==> src/rtl/sipo_rx_if.sv <==
// ============================================================================
//  sipo_rx_if : serial-in / parallel-out receive bus bundle
//  Rev 1.0
// ============================================================================
`default_nettype none

interface sipo_rx_if #(
    parameter int WIDTH = 16
);
    logic             in;
    logic             in_start;
    logic             in_last;
    logic [WIDTH-1:0] out;
    logic             out_valid;
    logic             out_ready;
    logic             frame_err;
    logic             overrun;

    // master drives the serial stream and consumes the word; slave is the receiver
    modport master (
        output in, in_start, in_last, out_ready,
        input  out, out_valid, frame_err, overrun
    );

    modport slave (
        input  in, in_start, in_last, out_ready,
        output out, out_valid, frame_err, overrun
    );
endinterface

`default_nettype wire

==> src/rtl/sipo_rx.sv <==
// ============================================================================
//  sipo_rx : framed LSB-first serial receiver with a one-word holding register
//  Rev 1.0
// ============================================================================
`default_nettype none

module sipo_rx #(
    parameter int WIDTH = 16
) (
    input  wire logic   clk,
    input  wire logic   rst,
    sipo_rx_if.slave    bus
);
    localparam int             CW       = $clog2(WIDTH);
    localparam logic [CW-1:0]  LAST_IDX = CW'(WIDTH - 1);

    typedef enum logic [0:0] {
        IDLE  = 1'b0,
        SHIFT = 1'b1
    } state_t;

    state_t           state_q, state_d;
    logic [CW-1:0]    cnt_q, cnt_d;
    logic [WIDTH-1:0] sr_q, sr_d;
    logic [WIDTH-1:0] out_q, out_d;
    logic             out_valid_q, out_valid_d;
    logic             frame_err_q, frame_err_d;
    logic             overrun_q, overrun_d;
    logic             w_done;
    logic [WIDTH-1:0] w_word;

    always_ff @(posedge clk or posedge rst) begin
        if (rst) begin
            state_q     <= IDLE;
            cnt_q       <= '0;
            sr_q        <= '0;
            out_q       <= '0;
            out_valid_q <= 1'b0;
            frame_err_q <= 1'b0;
            overrun_q   <= 1'b0;
        end else begin
            state_q     <= state_d;
            cnt_q       <= cnt_d;
            sr_q        <= sr_d;
            out_q       <= out_d;
            out_valid_q <= out_valid_d;
            frame_err_q <= frame_err_d;
            overrun_q   <= overrun_d;
        end
    end

    always_comb begin
        state_d     = state_q;
        cnt_d       = cnt_q;
        sr_d        = sr_q;
        frame_err_d = 1'b0;
        w_done      = 1'b0;
        w_word      = {bus.in, sr_q[WIDTH-2:0]};

        unique case (state_q)
            IDLE: begin
                if (bus.in_start) begin
                    if (bus.in_last) begin
                        frame_err_d = 1'b1;
                    end else begin
                        sr_d    = '0;
                        sr_d[0] = bus.in;
                        cnt_d   = CW'(1);
                        state_d = SHIFT;
                    end
                end
            end
            SHIFT: begin
                // a fresh start always wins: the partial frame is abandoned
                if (bus.in_start) begin
                    frame_err_d = 1'b1;
                    sr_d        = '0;
                    sr_d[0]     = bus.in;
                    cnt_d       = CW'(1);
                end else if (cnt_q == LAST_IDX) begin
                    w_done      = bus.in_last;
                    frame_err_d = ~bus.in_last;
                    cnt_d       = '0;
                    state_d     = IDLE;
                end else if (bus.in_last) begin
                    frame_err_d = 1'b1;
                    cnt_d       = '0;
                    state_d     = IDLE;
                end else begin
                    sr_d[cnt_q] = bus.in;
                    cnt_d       = cnt_q + CW'(1);
                end
            end
            default: begin
                state_d = IDLE;
                cnt_d   = '0;
            end
        endcase
    end

    // A consumer handshake in the completion cycle frees the slot for the new word
    always_comb begin
        out_d       = out_q;
        out_valid_d = out_valid_q;
        overrun_d   = 1'b0;
        if (w_done) begin
            if (out_valid_q && !bus.out_ready) begin
                overrun_d = 1'b1;
            end else begin
                out_d       = w_word;
                out_valid_d = 1'b1;
            end
        end else if (out_valid_q && bus.out_ready) begin
            out_valid_d = 1'b0;
        end
    end

    assign bus.out       = out_q;
    assign bus.out_valid = out_valid_q;
    assign bus.frame_err = frame_err_q;
    assign bus.overrun   = overrun_q;

endmodule

`default_nettype wire

==> src/flat_wrapper.sv <==
// flat-port wrapper written by rule: the top's interface ports become plain ports
module sipo_rx_flat 
#(
    parameter int WIDTH = 16
)
  (clk, rst, bus_in, bus_in_start, bus_in_last, bus_out_ready, bus_out, bus_out_valid, bus_frame_err, bus_overrun);
  sipo_rx_if #(.WIDTH(WIDTH)) bus_i ();
  input  wire logic clk;
  input  wire logic rst;
  input wire logic [$bits(bus_i.in)-1:0] bus_in;
  input wire logic [$bits(bus_i.in_start)-1:0] bus_in_start;
  input wire logic [$bits(bus_i.in_last)-1:0] bus_in_last;
  input wire logic [$bits(bus_i.out_ready)-1:0] bus_out_ready;
  output wire logic [$bits(bus_i.out)-1:0] bus_out;
  output wire logic [$bits(bus_i.out_valid)-1:0] bus_out_valid;
  output wire logic [$bits(bus_i.frame_err)-1:0] bus_frame_err;
  output wire logic [$bits(bus_i.overrun)-1:0] bus_overrun;
  assign bus_i.in = bus_in;
  assign bus_i.in_start = bus_in_start;
  assign bus_i.in_last = bus_in_last;
  assign bus_i.out_ready = bus_out_ready;
  assign bus_out = bus_i.out;
  assign bus_out_valid = bus_i.out_valid;
  assign bus_frame_err = bus_i.frame_err;
  assign bus_overrun = bus_i.overrun;
  sipo_rx #(.WIDTH(WIDTH)) u_core (.clk(clk), .rst(rst), .bus(bus_i));
endmodule
==> config.mk <==
export PLATFORM = sky130hd
export DESIGN_NAME = sipo_rx_flat
export DESIGN_NICKNAME = d
export VERILOG_FILES = /design/src/rtl/sipo_rx_if.sv /design/src/rtl/sipo_rx.sv /design/src/flat_wrapper.sv
export SDC_FILE = /design/constraint.sdc
export NUM_CORES = 1
export LEC_CHECK = 0
export CELL_PAD_IN_SITES_DETAIL_PLACEMENT = 2
export CELL_PAD_IN_SITES_GLOBAL_PLACEMENT = 2
export CORE_MARGIN = 1
export CORE_UTILIZATION = 39
export CTS_BUF_LIST = sky130_fd_sc_hd__clkbuf_8
export CTS_CLUSTER_SIZE = 40
export DETAILED_ROUTE_END_ITERATION = 8
export HOLD_SLACK_MARGIN = 0.15
export PLACE_DENSITY = 0.89
export SETUP_SLACK_MARGIN = 0.4
export SYNTH_ARGS = -nofsm -noshare
export SYNTH_HDL_FRONTEND = slang
export SYNTH_SLANG_ARGS = --single-unit
==> constraint.sdc <==
create_clock -name clk -period 2.4 [get_ports clk]
set_clock_uncertainty 0.2 [all_clocks]
set_input_delay 0.24 -clock clk [delete_from_list [all_inputs] [get_ports clk]]
set_output_delay 0.24 -clock clk [all_outputs]
set_load 0.005 [all_outputs]
-- Word-level counts from Yosys, hierarchy flattened
Cells that the tools add are included.
- register bits after elaboration: 40
- bits of input ports: 6
- output and inout bits: 19
- word-level logic and storage cells: 61
- add/subtract/negate cells: 1
- magnitude comparators: 2
- equal/unequal tests: 6
- muxes and demuxes: 33
- bitwise gates (word level): 3
- reductions and logical operators: 9
- operator list (cell ; count):
    $mux W16 ; 5
    $pmux W16 S2 ; 1
    $mux W4 ; 5
    $mux W1 ; 17
    $bwmux W16 ; 1
    $pmux W4 S2 ; 1
    $ne A2 B2 Y1 const B ; 3
    $ne A3 B3 Y1 const B ; 2
    $reduce_and A2 Y1 ; 3
    $lt A4 B5 Y1 const B ; 1
    $add A4 B1 Y4 const B ; 1
    $demux W1 S4 ; 1
    $eq A4 B4 Y1 const B ; 1
    $ge A4 B1 Y1 const B ; 1
    $pmux W1 S2 ; 2
    $reduce_and A4 Y1 ; 1
    $logic_and A1 B1 Y1 ; 3
    $not A1 Y1 ; 3
    $reduce_bool A2 Y1 ; 1
    $logic_not A1 Y1 ; 1

-- Longest topological paths before layout
Gate-level depths: netlist of the first run.
- depth in word-level cells: 9
- mapped depth: 8
- gate-level depth less buffers: 6

-- Worst setup path before layout of the first run
OpenSTA, ideal clock, no wires.
- path type: flip-flop to flip-flop
- start point: register u_core.cnt_q[0]
- end point: register u_core.out_q[0], in the netlist u_core.bus.out[0]
- library setup time: 0.125 ns
- arrival: 1.874 ns
- data required time: 2.075 ns
- setup slack: 0.201 ns
- cell stages (with the launch flop): 9
- path buffers: 3
- period minus slack after synthesis: 2.199 ns
- cell sequence: dfrtp_1 -> ha_1 -> and3_4 -> buf_6 -> ha_1 -> and3_1 -> buf_6 -> buf_6 -> mux2_4
- cells in the longest elaborated chain, start to end: 5
- RTL lines (element ; line ; text):
    start, declared ; sipo_rx.sv:23 ; logic [CW-1:0] cnt_q, cnt_d;
    start signal, assigned ; sipo_rx.sv:43 ; cnt_q <= cnt_d;
    $eq A4 B4 Y1 ; sipo_rx.sv:80 ; end else if (cnt_q == LAST_IDX) begin
    $mux W1 ; sipo_rx.sv:80 ;
    $mux W1 ; sipo_rx.sv:75 ; if (bus.in_start) begin
    $mux W1 ; sipo_rx.sv:60 ; unique case (state_q)
    $reduce_and A2 Y1 (no source line) ; n/a ;
    end signal, assigned ; sipo_rx.sv:45 ; out_q <= out_d;
    end, declared ; sipo_rx.sv:25 ; logic [WIDTH-1:0] out_q, out_d;
No other way between the ends.
A chain may end at the register's enable or synchronous reset.

-- Worst setup path in the final report of the first run
- start point: register u_core.cnt_q[0]
- end point: register u_core.sr_q[12]
- cells in the longest elaborated chain, start to end: 9
- elaborated cells between the ends (all ways): 13
- those cells by class: order compare: 2; eq/ne: 2; mux: 7; reduce/logical: 2
- RTL lines (element ; line ; text):
    $lt A4 B5 Y1 (not written as such) / $ge A4 B1 Y1 (equally long branches) ; sipo_rx.sv:90 ; sr_d[cnt_q] = bus.in;
    $logic_and A1 B1 Y1 (not written as such) ; sipo_rx.sv:90 ;
    $mux W1 (not written as such) ; sipo_rx.sv:90 ;
    $demux W1 S4 ; n/a ;
    $bwmux W16 ; sipo_rx.sv:90 ;
    $mux W16 ; sipo_rx.sv:85 ; end else if (bus.in_last) begin
    $mux W16 ; sipo_rx.sv:80 ;
    $mux W16 ; sipo_rx.sv:75 ;
    $pmux W16 S2 ; sipo_rx.sv:60 ;
    end signal, assigned ; sipo_rx.sv:44 ; sr_q <= sr_d;
    end, declared ; sipo_rx.sv:24 ; logic [WIDTH-1:0] sr_q, sr_d;
Several ways; a longest one is shown, not always the timed one. The select of a mux whose other input is x is not followed.

==> qor.yml, run 1 <==
dieArea_sq_um: 5540
cts_sinks: 39
gp_congestion: 0.799
via_per_inst: 5.58
core_area_sq_um: 4880
track_usage_pct: 24.2
timing.rr.start: "u_core.cnt_q[0]"
rows: 25
min_path_type: "in -> async"
diodes: 0
clk_path_buf_depth: 2
grt_use_met1_pct: 26.5
syn-num-nets: 181
synth_largest_area_cell: "dfrtp_1"
synthTopCellsByCount: "dfrtp_1 (39), inv_1 (17), a221o_1 (14), a211oi_1 (11), mux2_4 (10)"
relSlewSlack_pct: 59.5
stdcell_count: 271
grt_max_degree: 40
grtUsageMet3_pct: 4.20
start_util_pct: 41.9
synth-async-reset-ratio_pct: 100
dr.pass1.iters: 4
critPathArrivalTime_ns: 1.96
syn_avg_cell_area_sq_um: 12.1
p_leak_nw: 1.14
postCtsHoldBufs: 0
synth_flop_cell: "dfrtp_1"
post-route-period-util_pct: 82.5
finalSetupViolCount: 0
clkLatencyLatePin_ns: 0.30
ir_drop_mv: 0.281
port_buffers: 24
synth_edf_count: 0
io_pins: 25
grt_first_pass_wirelength_microns: 9530
drtIter0Drc: 72
critPathLaunch: "u_core.cnt_q[0]"
max_cap_violations: 0
p_switching_w: 0.000374
synth_area_leaders: "dfrtp_1 (48%), mux2_4 (7.3%), a221o_1 (6.9%)"
synth.most_common_cell: "dfrtp_1"
synthToLayoutAreaGrowth_pct: 25.3
wl_per_cell_microns: 22.1
dp_hpwl_microns: 3960
total_power_w: 0.00145
worst-slew-pin-transition_ns: 0.605
yosysSeqAreaShare_pct: 47.7
setup-tns-final_ns: 0
use_met2_pct: 45.0
place_area_sq_um: 2350
seq_area_sq_um: 978
power_frac_seq_pct: 47.7
die_h_microns: 74.4
synthCells: 169
fmax_mhz: 505
finalInstanceArea_sq_um: 2560
root_buffer: "clkbuf_8"
fin_crit_ns: 1.98
first_global_vias: 1706
grt_overflow_total: 0
critPathKind: "reg -> reg"
drt-total-wl_microns: 5990
run_status: "finished, final reports clean"
die_w_microns: 74.4
p_per_area_nw_per_um2: 565
htree_levels: 2
cp-end-kind: "flip-flop"
worstPathMaxFanout: 6
cp-start-kind: "flip-flop"
ys_warn_count: 0
antenna_found_initial: 0
internal_power_w: 0.00108
ys_seq_elements: 39
remaining_drc_errors: 0
multi_input_area_sq_um: 935
rsz0062_at_grt: "yes"
clk_pin_slew_ns: 0.08
fin_nets: 215
synth_top_area_share_pct: 47.7
pwr-share-comb_pct: 12.1
vias: 1511
required_ns: 2.38
drive_gt1_share_pct: 24.0
hold_viol: 0
ant_nets: 0
cts-buffers-inserted: 5
dpl.cell_count: 254
cts_tree: "yes"
busiest_layer: "met2"
syn_area_sq_um: 2050
slew_viol_final: 0
nFillCells: 483
pwr-share-clk_pct: 40.2
ys_types: 38
swShare_pct: 25.8
## final cells by class
class | count | share of cell area, %
Clock buffer | 6 | 3.22
Timing Repair Buffer | 40 | 14.7
Clock inverter | 2 | 1.37
Multi-Input combinational cell | 99 | 36.5
Tap cell | 67 | 3.27
Sequential cell | 39 | 38.2
Inverter | 18 | 2.83
## cells by family (layout without fill, tap and decap cells)
group / count (synthesis) / count (layout) / share of synthesized area [%]
flip-flops: 39 / 39 / 47.7
AND/OR/NAND/NOR: 39 / 39 / 13.2
AO/OA/AOI/OAI: 37 / 37 / 15.8
buffers and inverters: 31 / 66 / 8.50
multiplexers: 16 / 16 / 10.6
adder cells (fa/ha/maj): 6 / 6 / 3.67
XOR/XNOR: 1 / 1 / 0.428
## cells in the final DEF (no fill, tap or decap), drive strengths merged
| master | instances |
|---|---|
| nand2b | 2 |
| xnor2 | 1 |
| nor4 | 4 |
| o32ai | 1 |
| a2bb2oi | 1 |
| nor3 | 1 |
| a21o | 1 |
| clkbuf | 6 |
| nand3 | 4 |
| o22ai | 1 |
| mux2 | 16 |
| clkdlybuf4s50 | 24 |
| and2b | 1 |
| a221o | 14 |
| inv | 17 |
| a21oi | 1 |
| dfrtp | 39 |
| nor2 | 7 |
| nor4b | 1 |
| buf | 16 |
| a211oi | 11 |
| and2 | 1 |
| o21ai | 4 |
| o211a | 1 |
| bufinv | 1 |
| nor2b | 5 |
| and3 | 6 |
| nand2 | 6 |
| ha | 6 |
| a22o | 2 |
| clkinv | 2 |
| or3 | 1 |
## layer usage
layer | vias up | share of wire [%]
met1 | 796 | 38
met3 | 10 | 2.1
met5 | - | 0
li1 | 674 | -
met2 | 31 | 57
met4 | 0 | 1.9
## worst max-delay path, cell delays in order (launching register included)
cell and delay, ns:
dfrtp_2 0.45, buf_4 0.15, inv_1 0.07, ha_1 0.32, nand3_1 0.16, and3_1 0.22
a221o_1 0.28
## power by group through the flow
stage          combinational [W]  sequential, W  clock (W)
3_5_place_dp            0.000157       0.000705          0
6_report                0.000175       0.000691   0.000583
4_1_cts                 0.000161       0.000693   0.000590
2_1_floorplan           0.000111       0.000696          0
3_3_place_gp            0.000145       0.000702          0
5_1_grt                 0.000191       0.000694   0.000617
## through the flow
stage	utilization (%)	setup slack, ns	hold slack (ns)
final	52.5	0.421	0.187
after global routing	52.5	0.365	0.219
after CTS	51.8	0.412	0.199
after detailed placement	48.2	0.156	0.285
after global placement	48.2	0.283	0.271
after floorplan	-	0.329	0.175
## what timing repair did
item	CTS	global route
setup buffers	5	4
resized for setup	3	1
setup endpoints to repair	17	12
pin swaps	0	1
## final timing paths
kind / depth (start not counted) / endpoint / slack, ns
max: 6 / u_core.sr_q[12] / 0.42
min: 3 / u_core.bus.out[8] / 0.19
max reg2reg: 6 / u_core.sr_q[12] / 0.42
min reg2reg: 1 / u_core.bus.out[13] / 0.30
max in group asynchronous: 3 / u_core.cnt_q[1] / 1.43
min in group clk: 1 / u_core.bus.out[13] / 0.30
## registers in the layout (all words and copies together), names as in the netlist
name	flops
u_core.cnt_q	4
u_core.bus.frame_err	1
u_core.bus.overrun	1
u_core.sr_q	15
u_core.bus.out_valid	1
u_core.state_q	1
u_core.bus.out	16
(Power assumes the default switching activity.)
==> run 2: changes to the inputs <==
--- a/config.mk
+++ b/config.mk
@@ -8,12 +8,12 @@
 export CELL_PAD_IN_SITES_DETAIL_PLACEMENT = 2
 export CELL_PAD_IN_SITES_GLOBAL_PLACEMENT = 2
 export CORE_MARGIN = 1
-export CORE_UTILIZATION = 39
+export CORE_UTILIZATION = 35
 export CTS_BUF_LIST = sky130_fd_sc_hd__clkbuf_8
 export CTS_CLUSTER_SIZE = 40
 export DETAILED_ROUTE_END_ITERATION = 8
 export HOLD_SLACK_MARGIN = 0.15
-export PLACE_DENSITY = 0.89
+export PLACE_DENSITY = 0.85
 export SETUP_SLACK_MARGIN = 0.4
 export SYNTH_ARGS = -nofsm -noshare
 export SYNTH_HDL_FRONTEND = slang
==> constraint.sdc (replaced) <==
create_clock -name clk -period 1.7 [get_ports clk]
set_clock_uncertainty 0.2 [all_clocks]
set_input_delay 0.17 -clock clk [delete_from_list [all_inputs] [get_ports clk]]
set_output_delay 0.17 -clock clk [all_outputs]
set_load 0.005 [all_outputs]
==> run 2 against run 1 <==
Compared with the run above: the run now ends with negative setup slack left; final cell count rose by 17%; non-clock buffer count rose by 41; design area rose by 19%; routed wire length rose by 27%; clock power rose by 42%; count of clock-buffer cells in the layout did not move; first-iteration DRC count rose by 60%; sequential share of layout area fell by 6.3 points; worst setup slack got worse by 0.66 ns; fmax rose by 1.9%; power rose by 54%; register-to-register slack got worse by 0.66 ns; critical endpoint is now u_core.bus.out[12].
==> qor.yml, run 2 (synthesized netlist as in run 1, its figures left out) <==
p_leak_nw: 1.44  # +26%
r2r_end: "u_core.bus.out[12]"
vias: 1694  # +12%
hold_depth: 1
drive_gt1_share_pct: 47.8  # +24 points
track_usage_pct: 24.9  # +0.67 points
remaining_drc_errors: 0  # unchanged
rows: 27  # +8.0%
htree_levels: 2  # unchanged
first_global_vias: 1924  # +13%
slew_viol_final: 0  # unchanged
slowest_delay_ns: 0.42  # -0.03 ns
slowest_stage: "dfrtp_1"
ir_drop_mv: 0.364  # +29%
relSlewSlack_pct: 73.4  # +14 points
final_util_pct: 54.9  # +2.4 points
clk_path_buf_depth: 2  # unchanged
dieArea_sq_um: 6150  # +11%
clkLatencyLatePin_ns: 0.30  # about the same
grt_overflow_total: 0  # unchanged
cp-start-kind: "flip-flop"
route.top_layer_used: "met4"
worstPathMaxFanout: 6  # unchanged
path_cells: "ha_4, and3_4, ha_4, and3_4, clkbuf_16, mux2_4"
start_util_pct: 36.7  # -5.2 points
via_per_inst: 5.34  # -4.2%
min-delay-start: "u_core.bus.out[12]"
timing.rr.start: "u_core.cnt_q[0]"
layout_common_cells: "buf_4 (47), dfrtp_1 (39), mux2_4 (16), inv_1 (15), a221o_1 (14)"
diodes: 0  # unchanged
final_common_cell: "buf_4"
run_status: "complete, but fails checks"
stdcell_count: 317  # +17%
violations: "negative setup slack"
cp_top_family: "simple AND/OR/NAND/NOR gates"
critPathKind: "reg -> reg"
fmax_mhz: 515  # +1.9%
wl_met2_microns: 4180  # +21%
io_pins: 25  # unchanged
min_path_type: "reg -> reg"
drtIter0Drc: 115  # +60%
drt-total-wl_microns: 7620  # +27%
dpl.cell_count: 285  # +12%
r2r_slack_ns: -0.24  # -0.66 ns
largest_reg_flops: 16  # unchanged
cts_tree: "yes"
cts-buffers-inserted: 5  # unchanged
synthToLayoutAreaGrowth_pct: 49.6
grt_max_degree: 40  # unchanged
worst-slew-pin-transition_ns: 0.397  # -0.208 ns
grt_first_pass_wirelength_microns: 11200  # +17%
finalSetupViolCount: 32  # +32
ant_nets: 0  # unchanged
crit_buf_inv: 1  # -1
post-route-period-util_pct: 114  # +32 points
whs_endpoint: "u_core.bus.out[12]"
fin_nets: 256  # +19%
met3_wirelength_microns: 228  # +81%
worst_slack_ns: -0.242  # -0.663 ns
dp_hpwl_microns: 4430  # +12%
wl_met1_microns: 3050  # +32%
rsz0062_at_grt: "yes"
dr.pass1.iters: 4  # unchanged
core_area_sq_um: 5570  # +14%
reg2reg_depth: 6  # unchanged
max_cap_violations: 0  # unchanged
cts_sinks: 39  # unchanged
fin_crit_ns: 1.94  # -0.0373 ns
die_w_microns: 78.5  # +5.4%
port_buffers: 24  # unchanged
die_h_microns: 78.5  # +5.4%
wl_per_cell_microns: 24.0  # +8.8%
hold_viol: 0  # unchanged
clk_pin_slew_ns: 0.08  # about the same
required_ns: 1.69  # -0.69 ns
pre_cts_ws_ns: -0.341  # -0.496 ns
cp-end-kind: "flip-flop"
antenna_found_initial: 0  # unchanged
p_per_area_nw_per_um2: 729  # +29%
total_power_w: 0.00223  # +54%
root_buffer: "clkbuf_8"
gp_congestion: 0.859  # +7.4%
critPathArrivalTime_ns: 1.93  # -0.03 ns
-- run 2: cell count changes in the layout (fill, tap and decap cells not counted), sizes merged --
cell           delta
clkdlybuf4s50    -21
clkbuf            +9
inv               -1
dlygate4sd3       +1
clkdlybuf4s15    +12
clkinvlp          +1
dlygate4sd2       +2
buf              +38
-- run 2: area by class of cell --
cell class	instances	area, sq um
Sequential cell	39	976
Timing Repair Buffer	81	729
Fill cell	541	2510
Clock inverter	2	35.0
Inverter	18	78.8
Tap cell	72	90.1
Clock buffer	6	82.6
Multi-Input combinational cell	99	1070
-- run 2: worst max-delay path by stage --
| stage | startpoint | end | slack (ns) | cells after the start |
|---|---|---|---|---|
| 2_1_floorplan | u_core.cnt_q[0] | u_core.bus.out[0] | -0.37 | 8 |
| 3_5_place_dp | bus_in_last | u_core.sr_q[13] | -0.34 | 6 |
| 6_report | u_core.cnt_q[0] | u_core.bus.out[12] | -0.24 | 6 |
| 5_1_grt | u_core.cnt_q[0] | u_core.bus.out[9] | -0.29 | 6 |
| 4_1_cts | u_core.cnt_q[1] | u_core.bus.out[13] | -0.23 | 6 |
| 3_3_place_gp | bus_in_last | u_core.sr_q[11] | -0.23 | 6 |
-- run 2: per-layer routing --
metal  up-vias  global-route usage [%]
li1        754                       -
met1       874                    28.7
met2        51                    45.1
met3        15                    4.30
met4         0                    10.4
met5         -                       0
-- run 2: power breakdown --
group / internal (W) / switching (W)
combinational: 0.000204 / 0.000227
clock: 0.000475 / 0.000352
sequential: 0.000948 / 0.0000243
-- run 2: timing repair --
item	CTS	global route
gates resized for setup	58	25
gates cloned	1	1
endpoints found under the hold margin	39	0
hold buffers	1	0
pin swaps	6	18
buffers inserted	10	11
endpoints found under the setup margin	58	45
-- run 2: through the flow --
step	setup TNS, ns	cell area, sq um	hold slack (ns)
3_5_place_dp	-8.17	2600	0.281
6_report	-5.64	3060	0.320
4_1_cts	-5.19	2920	0.302
3_3_place_gp	-5.62	2600	0.268
5_1_grt	-7.53	3060	0.346
2_1_floorplan	-5.75	2100	0.105
==> run 3: changes to the inputs <==
--- a/config.mk
+++ b/config.mk
@@ -7,7 +7,7 @@
 export LEC_CHECK = 0
 export CELL_PAD_IN_SITES_DETAIL_PLACEMENT = 2
 export CELL_PAD_IN_SITES_GLOBAL_PLACEMENT = 2
-export CORE_MARGIN = 1
+export CORE_MARGIN = 4
 export CORE_UTILIZATION = 35
 export CTS_BUF_LIST = sky130_fd_sc_hd__clkbuf_8
 export CTS_CLUSTER_SIZE = 40
==> run 3 against run 2 <==
Compared with the run above: the run ends with negative hold slack, negative setup slack left; worst setup slack lost 0.015 ns; register-to-register slack is essentially flat; sequential power is essentially flat; clock power grew 17%; fmax shrank 0.75%; power grew 6.4%; die area grew 16%; first-iteration DRC count shrank 20%; via count grew 8.5%.
==> qor.yml, run 3 (synthesized netlist as in run 1, its figures left out) <==
fmax_mhz: 511  # -0.75%
min_path_type: "in -> async"
p_per_area_nw_per_um2: 759  # +4.2%
synthToLayoutAreaGrowth_pct: 52.8
gp_congestion: 0.845  # -1.6%
swShare_pct: 27.4  # +0.35 points
wl_per_cell_microns: 26.7  # +11%
grt_max_degree: 20  # -50%
fin_nets: 269  # +5.1%
critPathArrivalTime_ns: 1.94  # about the same
hold_viol: 6  # +6
core_area_sq_um: 5570  # unchanged
pwr-share-clk_pct: 40.9  # +3.8 points
htree_levels: 2  # unchanged
rsz0062_at_grt: "yes"
violations: "negative hold slack, negative setup slack"
diodes: 0  # unchanged
clk_pin_slew_ns: 0.10  # +0.02 ns
largest_reg_flops: 16  # unchanged
remaining_drc_errors: 0  # unchanged
finalSetupViolCount: 34  # +6.3%
cts_sinks: 39  # unchanged
layout_common_cells: "buf_4 (54), dfrtp_1 (39), inv_1 (16), clkbuf_2 (15), a221o_1 (14)"
p_switching_w: 0.000650  # +7.7%
first_global_vias: 2120  # +10%
clk_path_buf_depth: 2  # unchanged
fin_crit_ns: 1.96  # +0.0146 ns
die_h_microns: 84.5  # +7.6%
drt-total-wl_microns: 8830  # +16%
dr.pass1.iters: 4  # unchanged
power_frac_seq_pct: 40.9  # -2.7 points
critPathKind: "reg -> reg"
vias: 1838  # +8.5%
grt_first_pass_wirelength_microns: 13200  # +19%
rows: 27  # unchanged
port_buffers: 24  # unchanged
pwr-share-comb_pct: 18.2  # -1.1 points
slew_viol_final: 0  # unchanged
drive_gt1_share_pct: 51.6  # +3.8 points
run_status: "complete, but fails checks"
cts_tree: "yes"
via_per_inst: 5.57  # +4.2%
cts-buffers-inserted: 5  # unchanged
drtIter0Drc: 92  # -20%
relSlewSlack_pct: 65.8  # -7.6 points
worstPathMaxFanout: 4  # -2
required_ns: 1.69  # about the same
root_buffer: "clkbuf_8"
p_leak_nw: 1.51  # +4.7%
post-route-period-util_pct: 115  # +0.86 points
track_usage_pct: 24.8  # -0.062 points
final_util_pct: 56.1  # +1.2 points
holdWs_ns: -0.0278  # -0.348 ns
grt_overflow_total: 0  # unchanged
cp-start-kind: "flip-flop"
io_pins: 25  # unchanged
worst_slack_ns: -0.257  # -0.0146 ns
clkLatencyLatePin_ns: 0.32  # +0.02 ns
dp_hpwl_microns: 4630  # +4.6%
ant_nets: 0  # unchanged
max_cap_violations: 0  # unchanged
cp-end-kind: "flip-flop"
dieArea_sq_um: 7130  # +16%
internal_power_w: 0.00172  # +5.9%
final_common_cell: "buf_4"
die_w_microns: 84.5  # +7.6%
start_util_pct: 36.7  # unchanged
antenna_found_initial: 0  # unchanged
setup-tns-final_ns: -6.11  # -0.473 ns
ir_drop_mv: 0.437  # +20%
nFillCells: 538  # -0.55%
worst-slew-pin-transition_ns: 0.513  # +0.115 ns
==> run 3: changes by cell type in the layout (fill, tap and decap cells not counted), moves of 2 or more <==
cell | before | now
buf_4 | 47 | 54
clkbuf_2 | 7 | 15
mux2_4 | 16 | 13
buf_6 | 3 | 10
mux2_1 | 0 | 2
clkdlybuf4s15_1 | 12 | 4
==> run 3: path summary, 6_finish.rpt <==
| kind | from | to | slack [ns] | depth (start not counted) |
|---|---|---|---|---|
| min reg2reg | u_core.sr_q[0] | u_core.bus.out[0] | 0.34 | 1 |
| min in group clk | bus_in_start | u_core.state_q | 0.34 | 4 |
| max reg2reg | u_core.cnt_q[1] | u_core.sr_q[13] | -0.26 | 7 |
| min | rst | u_core.sr_q[12] | -0.03 | 2 |
| max in group asynchronous | rst | u_core.bus.out[14] | 0.81 | 3 |
| max | u_core.cnt_q[1] | u_core.sr_q[13] | -0.26 | 7 |
==> run 3: power groups by stage <==
stage	Sequential, W	Clock (W)	Combinational, W
final	0.000971	0.000970	0.000431
after global routing	0.000973	0.00101	0.000452
after floorplan	0.000982	0	0.000159
after CTS	0.000968	0.000950	0.000373
after global placement	0.000984	0	0.000284
after detailed placement	0.000986	0	0.000315
==> run 3: final cells by class <==
cell class / instances / area, sq um / area share, %
clock buffer: 5 / 68.8 / 2.20
clock inverter: 3 / 63.8 / 2.04
inverter: 18 / 87.6 / 2.80
multi-input combinational: 99 / 1030 / 33.1
sequential: 39 / 976 / 31.2
tap: 72 / 90.1 / 2.88
timing repair buffer: 94 / 806 / 25.8
==> run 3: per-stage QoR <==
step,instances,total power [W],hold slack (ns),cell area (sq um),worst slack [ns]
after floorplan,169,0.00114,0.105,2100,-0.371
after global placement,285,0.00127,0.268,2600,-0.223
after detailed placement,285,0.00130,0.279,2600,-0.299
after CTS,319,0.00229,-0.0133,3070,-0.214
after global routing,330,0.00244,0.00112,3130,-0.299
final,330,0.00237,-0.0278,3130,-0.257
==> run 3: timing repair <==
item / CTS / global route
buffers inserted: 25 / 11
pin swaps: 12 / 9
endpoints found under the hold margin: 6 / 6
cloned: 1 / 0
setup endpoints to repair: 58 / 54
gates resized for setup: 65 / 27
==> run 3: critical path, cell delays in order (launching register included) <==
cell	delay, ns
dfrtp_1	0.41
buf_4	0.19
clkinvlp_4	0.15
ha_4	0.21
nand2_1	0.13
nor4_4	0.07
buf_4	0.14
a221o_1	0.33
==> run 3: metal layers <==
metal / vias up / wire (microns) / GRT usage, %
li1: 781 / - / -
met1: 964 / 3470 / 28.1
met2: 67 / 4650 / 47.1
met3: 26 / 374 / 4.51
met4: 0 / 324 / 7.48
met5: - / 0 / 0
